--- src/rtl/bt656_pkg.sv ---
// Shared constants, state encoding and helpers for the BT.656 front end.
// BT656_PROT_CHECK_EN (optional) enables the XY protection-bit check.
package bt656_pkg;

    localparam logic [7:0] TRS_FF = 8'hFF;
    localparam logic [7:0] TRS_00 = 8'h00;

    localparam int EOP_BIT = 17;
    localparam int SOP_BIT = 16;
    localparam int C_MSB   = 15;
    localparam int C_LSB   = 8;
    localparam int Y_MSB   = 7;
    localparam int Y_LSB   = 0;

    typedef enum logic [1:0] {
        SEARCH,
        ACTIVE,
        BLANK,
        DROP
    } state_e;

    // Expected P3..P0 for a given F/V/H.
    function automatic logic [3:0] xy_prot(input logic f, input logic v, input logic h);
        return {v ^ h, f ^ h, f ^ v, f ^ v ^ h};
    endfunction

    // 00 and FF never occur as video samples; they only appear in timing codes.
    function automatic logic is_reserved(input logic [7:0] b);
        return (b == TRS_FF) || (b == TRS_00);
    endfunction

endpackage

--- src/rtl/bt656_trs_detect.sv ---
// Byte history and XY decode of BT.656 timing reference codes; results are
// registered one cycle after XY. Protection check under BT656_PROT_CHECK_EN.
module bt656_trs_detect
    import bt656_pkg::*;
(
    input  logic       clk_i,
    input  logic       rst_i,
    input  logic [7:0] byte_i,
    output logic       trs_vld_o,
    output logic       is_sav_o,
    output logic       is_eav_o,
    output logic       f_o,
    output logic       v_o,
    output logic       prot_err_o
);

    logic [7:0] hist1_q;
    logic [7:0] hist2_q;
    logic [7:0] hist3_q;
    logic       hdr_match;
    logic       prot_ok;
    logic       trs_vld_q;
    logic       f_q;
    logic       v_q;
    logic       h_q;

    assign hdr_match = (hist3_q == TRS_FF) && (hist2_q == TRS_00) &&
                       (hist1_q == TRS_00) && byte_i[7];

`ifdef BT656_PROT_CHECK_EN
    logic prot_err_q;

    assign prot_ok = (byte_i[3:0] == xy_prot(byte_i[6], byte_i[5], byte_i[4]));

    always_ff @(posedge clk_i) begin
        if (rst_i) begin
            prot_err_q <= 1'b0;
        end else begin
            prot_err_q <= hdr_match && !prot_ok;
        end
    end

    assign prot_err_o = prot_err_q;
`else
    assign prot_ok    = 1'b1;
    assign prot_err_o = 1'b0;
`endif

    always_ff @(posedge clk_i) begin
        hist1_q <= byte_i;
        hist2_q <= hist1_q;
        hist3_q <= hist2_q;
        if (hdr_match) begin
            f_q <= byte_i[6];
            v_q <= byte_i[5];
            h_q <= byte_i[4];
        end
    end

    always_ff @(posedge clk_i) begin
        if (rst_i) begin
            trs_vld_q <= 1'b0;
        end else begin
            trs_vld_q <= hdr_match && prot_ok;
        end
    end

    assign trs_vld_o = trs_vld_q;
    assign is_sav_o  = trs_vld_q && !h_q;
    assign is_eav_o  = trs_vld_q && h_q;
    assign f_o       = f_q;
    assign v_o       = v_q;

endmodule

--- src/rtl/bt656_decoder.sv ---
// BT.656 byte stream to {eop, sop, C, Y} FIFO words, one field per packet.
// Optional XY protection checking is enabled by defining BT656_PROT_CHECK_EN.
module bt656_decoder
    import bt656_pkg::*;
#(
    parameter int ACTIVE_PIXELS = 720,
    parameter int ACTIVE_LINES  = 288,
    parameter int DATA_WIDTH    = 18
) (
    input  logic                  Clk,
    input  logic                  Clear_in,
    input  logic [7:0]            Bt_data_in,
    output logic [DATA_WIDTH-1:0] Data_out,
    output logic                  WriteEn_out,
    input  logic                  Full_in,
    output logic                  Field_out,
    output logic                  Locked_out,
    output logic                  Overflow_out,
    output logic                  LineErr_out,
    output logic                  ProtErr_out
);

    // Pixel counter saturates one past a full line so overlong lines are flagged.
    localparam int PIX_W  = $clog2(ACTIVE_PIXELS + 2);
    localparam int LINE_W = $clog2(ACTIVE_LINES + 1);

    localparam logic [PIX_W-1:0]  AP_V      = PIX_W'(ACTIVE_PIXELS);
    localparam logic [PIX_W-1:0]  AP_LAST   = PIX_W'(ACTIVE_PIXELS - 1);
    localparam logic [LINE_W-1:0] AL_V      = LINE_W'(ACTIVE_LINES);
    localparam logic [LINE_W-1:0] LINE_LAST = LINE_W'(ACTIVE_LINES - 1);

    logic trs_vld;
    logic trs_sav;
    logic trs_eav;
    logic trs_f;
    logic trs_v;
    logic prot_err;

    bt656_trs_detect u_trs (
        .clk_i      (Clk),
        .rst_i      (Clear_in),
        .byte_i     (Bt_data_in),
        .trs_vld_o  (trs_vld),
        .is_sav_o   (trs_sav),
        .is_eav_o   (trs_eav),
        .f_o        (trs_f),
        .v_o        (trs_v),
        .prot_err_o (prot_err)
    );

    state_e                state_q,    state_d;
    logic [1:0]            phase_q,    phase_d;
    logic [7:0]            c_q,        c_d;
    logic [PIX_W-1:0]      pix_q,      pix_d;
    logic [LINE_W-1:0]     line_q,     line_d;
    logic                  vseen_q,    vseen_d;
    logic                  locked_q,   locked_d;
    logic                  field_q,    field_d;
    logic                  ovf_q,      ovf_d;
    logic                  wr_q,       wr_d;
    logic [DATA_WIDTH-1:0] data_q,     data_d;
    logic                  line_err_q, line_err_d;

    logic       sav_act;
    logic       field_start;
    logic       start_line;
    logic       take_byte;
    logic [1:0] ph;
    logic       sop;
    logic       eop;

    // A field starts on the first V=0 SAV after any V=1 code.
    assign sav_act     = trs_sav && !trs_v;
    assign field_start = sav_act && vseen_q;
    assign sop         = (pix_q == '0) && (line_q == '0);
    assign eop         = (pix_q == AP_LAST) && (line_q == LINE_LAST);

    always_comb begin
        state_d    = state_q;
        phase_d    = phase_q;
        c_d        = c_q;
        pix_d      = pix_q;
        line_d     = line_q;
        vseen_d    = vseen_q;
        locked_d   = locked_q;
        field_d    = field_q;
        ovf_d      = ovf_q;
        wr_d       = 1'b0;
        data_d     = data_q;
        line_err_d = 1'b0;
        start_line = 1'b0;
        take_byte  = 1'b0;
        ph         = phase_q;

        if (trs_vld && trs_v) begin
            vseen_d = 1'b1;
        end

        case (state_q)
            SEARCH: start_line = field_start;
            ACTIVE: begin
                if (trs_vld) begin
                    // Any SAV here abandons the partial line.
                    line_err_d = trs_sav || (trs_eav && (pix_q != AP_V));
                    start_line = sav_act;
                    if (!sav_act) begin
                        state_d = BLANK;
                    end
                end else begin
                    take_byte = 1'b1;
                end
            end
            BLANK:   start_line = sav_act;
            DROP:    start_line = field_start;
            default: state_d = SEARCH;
        endcase

        if (start_line) begin
            state_d   = ACTIVE;
            pix_d     = '0;
            ph        = 2'd0;
            take_byte = 1'b1;
            if (field_start) begin
                line_d   = '0;
                locked_d = 1'b1;
                field_d  = trs_f;
                vseen_d  = 1'b0;
            end else if (line_q != AL_V) begin
                line_d = line_q + 1'b1;
            end
        end

        // Words holding a reserved byte are the TRS preamble, never video.
        if (take_byte) begin
            phase_d = ph + 2'd1;
            if (!ph[0]) begin
                c_d = Bt_data_in;
            end else if (!is_reserved(c_q) && !is_reserved(Bt_data_in)) begin
                if (pix_q < AP_V) begin
                    if (Full_in) begin
                        ovf_d   = 1'b1;
                        state_d = DROP;
                    end else begin
                        wr_d                 = 1'b1;
                        data_d[EOP_BIT]      = eop;
                        data_d[SOP_BIT]      = sop;
                        data_d[C_MSB:C_LSB]  = c_q;
                        data_d[Y_MSB:Y_LSB]  = Bt_data_in;
                    end
                end
                if (pix_q <= AP_V) begin
                    pix_d = pix_q + 1'b1;
                end
            end
        end
    end

    always_ff @(posedge Clk) begin
        if (Clear_in) begin
            state_q    <= SEARCH;
            phase_q    <= 2'd0;
            pix_q      <= '0;
            line_q     <= '0;
            vseen_q    <= 1'b0;
            locked_q   <= 1'b0;
            field_q    <= 1'b0;
            ovf_q      <= 1'b0;
            wr_q       <= 1'b0;
            data_q     <= '0;
            line_err_q <= 1'b0;
        end else begin
            state_q    <= state_d;
            phase_q    <= phase_d;
            pix_q      <= pix_d;
            line_q     <= line_d;
            vseen_q    <= vseen_d;
            locked_q   <= locked_d;
            field_q    <= field_d;
            ovf_q      <= ovf_d;
            wr_q       <= wr_d;
            data_q     <= data_d;
            line_err_q <= line_err_d;
        end
    end

    always_ff @(posedge Clk) begin
        c_q <= c_d;
    end

    assign Data_out     = data_q;
    assign WriteEn_out  = wr_q;
    assign Field_out    = field_q;
    assign Locked_out   = locked_q;
    assign Overflow_out = ovf_q;
    assign LineErr_out  = line_err_q;
    assign ProtErr_out  = prot_err;

endmodule

--- config.mk ---
export PLATFORM = sky130hd
export DESIGN_NAME = bt656_decoder
export DESIGN_NICKNAME = d
export VERILOG_FILES = /design/src/rtl/bt656_pkg.sv /design/src/rtl/bt656_trs_detect.sv /design/src/rtl/bt656_decoder.sv
export SDC_FILE = /design/constraint.sdc
export NUM_CORES = 1
export LEC_CHECK = 0
export BUFFER_PORTS_ARGS = -buffer_cell sky130_fd_sc_hd__buf_4
export CAP_MARGIN = 40
export CORE_MARGIN = 2
export CORE_UTILIZATION = 50
export CTS_CLUSTER_SIZE = 28
export DETAILED_ROUTE_END_ITERATION = 10
export PLACE_DENSITY = 0.71
export SYNTH_ARGS = -nofsm -noshare
export SYNTH_HDL_FRONTEND = slang
export SYNTH_HIERARCHICAL = 1
export SYNTH_SLANG_ARGS = --single-unit
--- constraint.sdc ---
create_clock -name Clk -period 3 [get_ports Clk]
set_input_delay 0.3 -clock Clk [delete_from_list [all_inputs] [get_ports Clk]]
set_output_delay 0.3 -clock Clk [all_outputs]
set_load 0.05 [all_outputs]
## Word-level counts from Yosys, hierarchy flattened

Cells that the tools add are included.

- Reduce and logical (&&, ||, !) cells: 35
- $add $sub $neg: 3
- $lt $le $gt $ge: 2
- Bitwise gates (word level): 7
- Equal/unequal tests: 10
- Multiplexer cells: 26

Operators by type and width:

| kind | number |
|---|---|
| $mux W10 | 5 |
| $logic_not A8 Y1 | 4 |
| $eq A8 B8 Y1 const B | 3 |
| $mux W2 | 10 |
| $mux W9 | 2 |
| $logic_and A1 B1 Y1 | 12 |
| $add A10 B1 Y10 const B | 1 |
| $eq A10 B10 Y1 const B | 1 |
| $le A10 B10 Y1 const B | 1 |
| $logic_not A10 Y1 | 1 |
| $lt A10 B10 Y1 const B | 1 |
| $ne A10 B10 Y1 const B | 1 |
| $reduce_and A5 Y1 | 2 |
| $add A9 B1 Y9 const B | 1 |
| $eq A9 B9 Y1 const B | 1 |
| $logic_not A9 Y1 | 1 |
| $ne A9 B9 Y1 const B | 1 |
| $mux W1 | 8 |
| $not A1 Y1 | 7 |
| $reduce_and A2 Y1 | 3 |
| $reduce_or A5 Y1 | 1 |
| $eq A2 B2 Y1 const B | 2 |
| $logic_not A1 Y1 | 4 |
| $logic_or A1 B1 Y1 | 3 |
| other kinds (7) | 7 |

- Bits of input ports: 11
- Flip-flop bits (word level): 83

## Logic depth before layout (Yosys ltp)

Gate-level depths: netlist of run 1.

- Depth after elaboration: 12
- Gate-level depth with buffers: 10

## By module

Netlist of run 1, hierarchy kept.

Modules (own cells, without submodules):

| module | instances | cells an instance | seq. area each (um^2) | area each (um^2) |
|---|---|---|---|---|
| bt656_decoder | 1 | 284 | 1,161.1 | 2,660.1 |
| bt656_trs_detect | 1 | 44 | 590.6 | 693.2 |

## Least setup slack after synthesis of run 1

Ideal clock, no wire load.

- Path type: register to register
- From: reg state_q[0]
- To: reg data_q[17] (netlist: Data_out[17])
- Arrival time: 2,450 ps
- Data required time: 2,928 ps
- Path buffers: 3
- Stages on the path, launching flop included: 11
- Setup slack: 479 ps
- Path through: dfxtp_1 -> inv_1 -> ha_1 -> a211o_1 -> a32o_1 -> or3_1 -> buf_2 -> nor4b_2 -> buf_4 -> buf_8 -> mux2i_1

- Longest elaborated chain between the ends: 5
- Elaborated cells on any way between the ends: 10
- Classes of those cells: 3 x eq/ne; 4 x mux; 3 x reduce/logical

RTL lines:

| element | RTL line | RTL |
|---|---|---|
| start, declared | bt656_decoder.sv:51 | `state_e state_q, state_d;` |
| start signal, assigned | bt656_decoder.sv:172 | `state_q <= state_d;` |
| $eq A2 B2 Y1 or $logic_not A2 Y1 (tied branches) | bt656_decoder.sv:99 | `case (state_q)` |
| $reduce_or A2 Y1 (no source line) | n/a |  |
| $pmux W1 S3 | bt656_decoder.sv:99 |  |
| $mux W1 or $mux W2 (tied branches) | bt656_decoder.sv:118 | `if (start_line) begin` |
| $reduce_and A5 Y1 (no source line) * | n/a |  |
| end signal, assigned | bt656_decoder.sv:181 | `data_q <= data_d;` |
| end, declared | bt656_decoder.sv:61 | `logic [DATA_WIDTH-1:0] data_q, data_d;` |

Mark *: on every way between the ends. The rest lies on a longest branch, timed or not.
A chain may end at the register's enable or synchronous reset.

## Worst setup path after layout of run 1

- From: reg state_q[0]
- To: reg pix_q[6]

- Longest elaborated chain between the ends: 8
- Elaborated cells on any way between the ends: 14
- Classes of those cells: 3 x eq/ne; 9 x mux; 2 x reduce/logical

RTL lines:

| element | RTL line | RTL |
|---|---|---|
| $eq A2 B2 Y1 or $logic_not A2 Y1 (tied branches) | bt656_decoder.sv:99 |  |
| $reduce_or A2 Y1 (no source line) | n/a |  |
| $pmux W1 S3 | bt656_decoder.sv:99 |  |
| $mux W10 | bt656_decoder.sv:118 |  |
| $mux W10 | bt656_decoder.sv:151 | `if (pix_q <= AP_V) begin` |
| $mux W10 | bt656_decoder.sv:138 | `end else if (!is_reserved(c_q) && !is_reserved(Bt_data_in)) begin` |
| $mux W10 | bt656_decoder.sv:136 | `if (!ph[0]) begin` |
| $mux W10 * | bt656_decoder.sv:134 | `if (take_byte) begin` |
| end signal, assigned | bt656_decoder.sv:174 | `pix_q <= pix_d;` |
| end, declared | bt656_decoder.sv:54 | `logic [PIX_W-1:0] pix_q, pix_d;` |

Marks and branches as above.

==> results.cfg, run 1 <==
[timing]
final.setup.worst_slack_ns = 0.3413
final_max_slew_viol_count = 0
rsz0062_at_grt = false
maxSlewHeadroom = 0.5309
period_needed_ns = 2.659
setup_violations = 0
final.setup_skew_ns = 0.01055
tightest_slew_ns = 0.6939
fmax_mhz = 376.1
fin_tns_setup_ns = 0
finalHoldViolCount = 0
period_share = 0.8862

[power_and_ir_drop]
sw_frac_of_total = 0.2356
p_int_mw = 1.516
seq_power_share = 0.572
clkPwrFrac = 0.401
cellPowerDensity_nw_per_um2 = 514.9
combPwrFrac = 0.027
p_sw_mw = 0.4672
p_leak_nw = 1.424
ir_drop_mv = 0.2994

[cells_and_area]
num-fill-cells = 552
layout.nets = 375
fin_area_um2 = 3851
drive_gt1_frac = 0.1519
diodes = 0
area_delta_synth_final_pct = 14.85

[synthesis]
synth_edf_count = 11
yosys_warnings = 6
synth_area_um2 = 3353
synth_flop_cell = dfxtp_1
ys_async_sr_fraction = 0
synth_cell_type_count = 48
ys_ff_latch = 82
synthesis.nets = 346
avgSynthCellArea_um2 = 10.22
synthCells = 328
yosysSeqAreaShare = 0.5224

[global_route]
grt_pass1_wl_um = 11210
antenna_found_initial = 0
grt_max_degree = 57
grt_pass1_vias = 2298
grt_overflow = 0
track_usage = 0.1967

[drt]
first_pass_iters = 6
detail_route.wl_per_cell_um = 14.99
wirelength_um = 6582
postRouteAntennaNets = 0
drc = 0
dr_total_vias = 2406
viasPerCell = 5.481
first_iter_violations = 142

[worst_setup_path]
end_kind = flip-flop
cp_cell_sequence = inv_1 -> ha_1 -> a211o_1 -> a32o_1 -> or3_1 -> or4_1 -> mux2i_1
critPathBufInv = 1
crit_start = state_q[0]$_SDFF_PP0_
cp_data_required_time_ns = 3.25
path_class = flip-flop to flip-flop
cp_data_arrival_time_ns = 2.91
cp_slowest_cell = or4_1
r2r_slack_ns = 0.34
cp-start-kind = flip-flop
path_delay_family = simple AND/OR/NAND/NOR gates
cp_max_fo = 7
r2r-start = state_q[0]$_SDFF_PP0_
slowest_delay_ns = 0.58

[clock_network]
ctsResizeCount = 0
cts_hold_buf = 0
post-cts-setup-buffers = 0
cts_sinks = 82
htree_levels = 3
cts-root-buf = clkbuf_8
cts_max_path_buffers = 2
tritoncts = built
cts_inserted_buffers = 9
path_clk_slew_ns = 0.09
clk_latency_ns = 0.35

[outcome]
outcome = finished, final reports clean

[placed_design]
place_area_um2 = 3650
post-place-ws_ns = 0.3654
place_congestion = 0.9076
hpwl_um = 4572
port_buffers = 33

[worst_hold_path]
min_from = Bt_data_in[2]
hp-class = primary input to flip-flop

[floorplanning]
die_h_um = 85.89
rows = 29
coreArea_um2 = 6422
die_area_um2 = 7377
start_util = 0.5221
die_w_um = 85.89
io_pins = 35

[job]
cap_violations = 0
==> cell usage after synthesis (4+ instances only) <==
library cell	count	area, um^2
xor2_1	5	43.79
edfxtp_1	11	330.3
nand3_1	12	60.06
or4_1	7	52.55
a21oi_1	8	40.04
nor3_1	9	45.04
nor2_1	17	63.81
nand2b_1	41	256.5
mux2i_1	23	230.2
nand2_1	18	67.56
xnor2_1	6	52.55
o21ai_0	4	20.02
ha_1	7	87.58
nor2b_1	5	31.28
clkbuf_1	13	48.80
nand4_1	12	75.07
nor4_1	9	56.30
inv_1	9	33.78
dfxtp_1	71	1421
==> worst register-to-register path, stage by stage, from the launching register on <==
cell and delay [ns]:
dfxtp_1 0.40, inv_1 0.06, ha_1 0.30, a211o_1 0.33
a32o_1 0.25, or3_1 0.51, or4_1 0.58, mux2i_1 0.14
==> kinds of logic (layout without fill, tap and decap cells) <==
kind of cell | count (synthesis) | count (layout) | share of synthesized area
flops | 82 | 82 | 0.5224
mux | 24 | 24 | 0.07201
compound gates | 30 | 30 | 0.06194
fa+ha+maj | 7 | 7 | 0.02612
buf+inv | 26 | 60 | 0.03507
xor+xnor | 11 | 11 | 0.02873
simple gates | 147 | 147 | 0.2526
other cells | 1 | 1 | 0.001118
==> layout make-up <==
type,count,area [um^2],area share
sequential,82,1752,0.4548
multi-input combinational,220,1493,0.3876
timing repair buffer,35,275.3,0.07148
clock buffer,10,148.9,0.03866
tap,77,96.34,0.02502
clock inverter,6,52.55,0.01365
inverter,9,33.78,0.008772
==> flip-flops by register name, indices dropped and copies added (netlist names) <==
| name | count |
|---|---|
| Data_out | 18 |
| Field_out | 1 |
| LineErr_out | 1 |
| Locked_out | 1 |
| Overflow_out | 1 |
| WriteEn_out | 1 |
| c_q | 8 |
| line_q | 9 |
| phase_q | 1 |
| pix_q | 10 |
| state_q | 2 |
| u_trs/f_o | 1 |
| u_trs/h_q | 1 |
| u_trs/hist1_q | 8 |
| u_trs/hist2_q | 8 |
| u_trs/hist3_q | 8 |
| u_trs/trs_vld_o | 1 |
| u_trs/v_o | 1 |
| vseen_q | 1 |
==> metrics by stage <==
step	total power [mW]	utilization	instances	hold slack, ns
after floorplan	1.188	-	328	0.3224
after global routing	2.066	0.5996	439	0.05590
after detailed placement	1.214	0.5683	423	0.3373
after global placement	1.213	0.5683	423	0.3369
final	1.983	0.5996	439	0.08581
after CTS	2.007	0.5996	439	0.06625
==> routing by layer <==
layer,global-route usage,share of wire,vias to the layer above
met4,0.05772,0.0023,0
met2,0.3115,0.49,58
met3,0.06064,0.041,2
li1,-,-,1222
met1,0.2596,0.46,1124
met5,0,0,-
==> power groups by stage <==
stage          clock [mW]  sequential (mW)  combinational, mW
6_report            0.795             1.13             0.0541
5_1_grt             0.871             1.14             0.0589
3_5_place_dp            0             1.16             0.0540
2_1_floorplan           0             1.16             0.0302
4_1_cts             0.819             1.13             0.0544
3_3_place_gp            0             1.16             0.0536
==> cell usage in the layout (no fill, tap or decap), types with 2 or more instances in the layout <==
master	n
a211o_1	2
a211oi_1	2
a21oi_1	8
and4_1	2
buf_4	34
clkbuf_8	9
dfxtp_1	71
edfxtp_1	11
ha_1	7
inv_1	9
inv_6	2
inv_8	2
mux2i_1	23
nand2_1	18
nand2b_1	41
nand3_1	12
nand4_1	12
nand4b_1	2
nor2_1	17
nor2b_1	5
nor3_1	9
nor3b_1	2
nor4_1	9
nor4b_1	2
o211ai_1	3
o21ai_0	4
o31ai_1	2
or3_1	3
or4_1	7
xnor2_1	6
xor2_1	5
==> path summary, 6_finish.rpt <==
kind,end,cells past startpoint
max,pix_q[6]$_SDFF_PP0_,7
min reg2reg,u_trs/hist3_q[2]$_DFF_P_,0
min,u_trs/hist1_q[2]$_DFF_P_,1
max reg2reg,pix_q[6]$_SDFF_PP0_,7
(Power assumes the default switching activity.)
==> inputs of run 2 (changes only) <==
--- a/config.mk
+++ b/config.mk
@@ -14,2 +14,3 @@
 export PLACE_DENSITY = 0.71
+export SKIP_LAST_GASP = 1
 export SYNTH_ARGS = -nofsm -noshare
==> constraint.sdc (replaced) <==
create_clock -name Clk -period 3 [get_ports Clk]
set_input_delay 0 -clock Clk [delete_from_list [all_inputs] [get_ports Clk]]
set_output_delay 0 -clock Clk [all_outputs]
set_load 0.05 [all_outputs]
==> run 2 against run 1 <==
  * The run now ends with DRC left
  * Combinational power is 15% higher
  * Final cell count is 1.8% higher
  * Die area stayed put
  * Sequential share of layout area is 0.93 points lower
  * Sequential power hardly changed
  * Critical path type unchanged
  * Largest power group unchanged
==> results.cfg, run 2 (synthesis gave the netlist of run 1 again) <==
[drt]
dr_total_vias = 2463
viasPerCell = 5.510
drc = 1
wirelength_um = 6641
first_pass_iters = 9
postRouteAntennaNets = 0
detail_route.wl_per_cell_um = 14.86
first_iter_violations = 134

[clock_network]
tritoncts = built
cts_sinks = 82
cts_max_path_buffers = 2
clk_latency_ns = 0.35
cts_inserted_buffers = 9
cts-root-buf = clkbuf_8
path_clk_slew_ns = 0.09
htree_levels = 3
ctsResizeCount = 0

[floorplanning]
io_pins = 35
coreArea_um2 = 6422
die_w_um = 85.89
die_area_um2 = 7377
rows = 29
start_util = 0.5221
die_h_um = 85.89

[worst_setup_path]
r2r_cells = 7
path_class = flip-flop to flip-flop
cp_slowest_cell = or4_1
r2r_end = pix_q[6]$_SDFF_PP0_
cp_max_fo = 7
cp-start-kind = flip-flop
slowest_delay_ns = 0.58
end_kind = flip-flop
r2r_slack_ns = 0.35
cp_data_arrival_time_ns = 2.90
cp_data_required_time_ns = 3.25
cp_cell_sequence = inv_1 -> ha_1 -> a211o_1 -> a32o_1 -> or3_1 -> or4_1 -> mux2i_1
r2r-start = state_q[0]$_SDFF_PP0_

[cells_and_area]
diodes = 0
final_util = 0.6121
num-fill-cells = 541
layout.nets = 383
area_delta_synth_final_pct = 17.24
drive_gt1_frac = 0.1486
largest_register_ffs = 18
fin_area_um2 = 3931
layout_commonest_cell = dfxtp_1
final_cell_mix = 71 x dfxtp_1, 41 x nand2b_1, 34 x buf_4

[worst_hold_path]
hold_end = state_q[1]$_SDFF_PP0_
hp-class = primary input to flip-flop
min_from = Full_in
whs_path_depth = 3

[timing]
hold_ws_ns = 0.06578
rsz0062_at_grt = false
fmax_mhz = 376.9
period_share = 0.8844
final_max_slew_viol_count = 0
fin_tns_setup_ns = 0
maxSlewHeadroom = 0.5294
period_needed_ns = 2.653
finalHoldViolCount = 0
tightest_slew_ns = 0.6961
setup_violations = 0
final.setup_skew_ns = 0.01378

[global_route]
grt_max_degree = 57
grt_pass1_wl_um = 11350
grt_overflow = 0
track_usage = 0.1989
antenna_found_initial = 0
grt_pass1_vias = 2346

[power_and_ir_drop]
p_int_mw = 1.523
combPwrFrac = 0.031
clkPwrFrac = 0.400
p_sw_mw = 0.4701
sw_frac_of_total = 0.2359
seq_power_share = 0.569
ir_drop_mv = 0.3155
total_power_mw = 1.993
p_leak_nw = 1.458
cellPowerDensity_nw_per_um2 = 507.0

[placed_design]
hpwl_um = 4572
place_area_um2 = 3650
place_congestion = 0.9076
port_buffers = 33

[job]
cap_violations = 0

[outcome]
violations = DRC
outcome = finished with violations
run 2: power groups by stage:
| stage | Combinational, mW | Clock, mW | Sequential, mW |
|---|---|---|---|
| after floorplan | 0.0302 | 0 | 1.16 |
| after global placement | 0.0536 | 0 | 1.16 |
| after detailed placement | 0.0540 | 0 | 1.16 |
| after CTS | 0.0626 | 0.819 | 1.13 |
| after global routing | 0.0678 | 0.871 | 1.14 |
| final | 0.0620 | 0.797 | 1.13 |
run 2: routing by layer:
metal,track usage,vias up,routed length (um)
met4,0.05772,0,15
met5,0,-,0
met1,0.2609,1158,3049
met2,0.3171,64,3265
met3,0.06160,2,310
li1,-,1239,-
run 2: area by class of cell:
| class | instances | area (um^2) | area share |
|---|---|---|---|
| Inverter | 9 | 33.78 | 0.008593 |
| Clock buffer | 10 | 148.9 | 0.03787 |
| Sequential cell | 82 | 1752 | 0.4456 |
| Timing Repair Buffer | 43 | 355.3 | 0.09039 |
| Clock inverter | 6 | 52.55 | 0.01337 |
| Tap cell | 77 | 96.34 | 0.02451 |
| Multi-Input combinational cell | 220 | 1493 | 0.3797 |
run 2: worst max-delay path by stage:
stage | from | to | slack [ns] | cells after the start
finish | state_q[0]$_SDFF_PP0_ | pix_q[6]$_SDFF_PP0_ | 0.35 | 7
global route | state_q[0]$_SDFF_PP0_ | Data_out[12]$_SDFFE_PP0P_ | 0.19 | 8
CTS | state_q[0]$_SDFF_PP0_ | pix_q[8]$_SDFF_PP0_ | 0.36 | 7
detailed placement | state_q[0]$_SDFF_PP0_ | pix_q[6]$_SDFF_PP0_ | 0.37 | 7
global placement | state_q[0]$_SDFF_PP0_ | pix_q[8]$_SDFF_PP0_ | 0.44 | 7
floorplan | state_q[0]$_SDFF_PP0_ | Data_out[17]$_SDFFE_PP0P_ | 0.48 | 10
run 2: repair_timing:
item | 4_1_cts | 5_1_grt
hold buffers | 8 | 0
setup endpoints to repair | 0 | 0
setup buffers | 0 | 0
endpoints found under the hold margin | 27 | 0
run 2: metrics by stage:
step	setup WS, ns	instances
floorplan	0.4786	328
global route	0.1852	447
global placement	0.4421	423
CTS	0.3582	447
detailed placement	0.3654	423
finish	0.3469	447
run 2: worst max-delay path: cells and delay by family, from the launching register on:
kind | cells | cell delay [ns]
buf+inv | 1 | 0.06
mux | 1 | 0.14
simple gates | 2 | 1.09
compound gates | 2 | 0.58
flops | 1 | 0.40
fa+ha+maj | 1 | 0.30
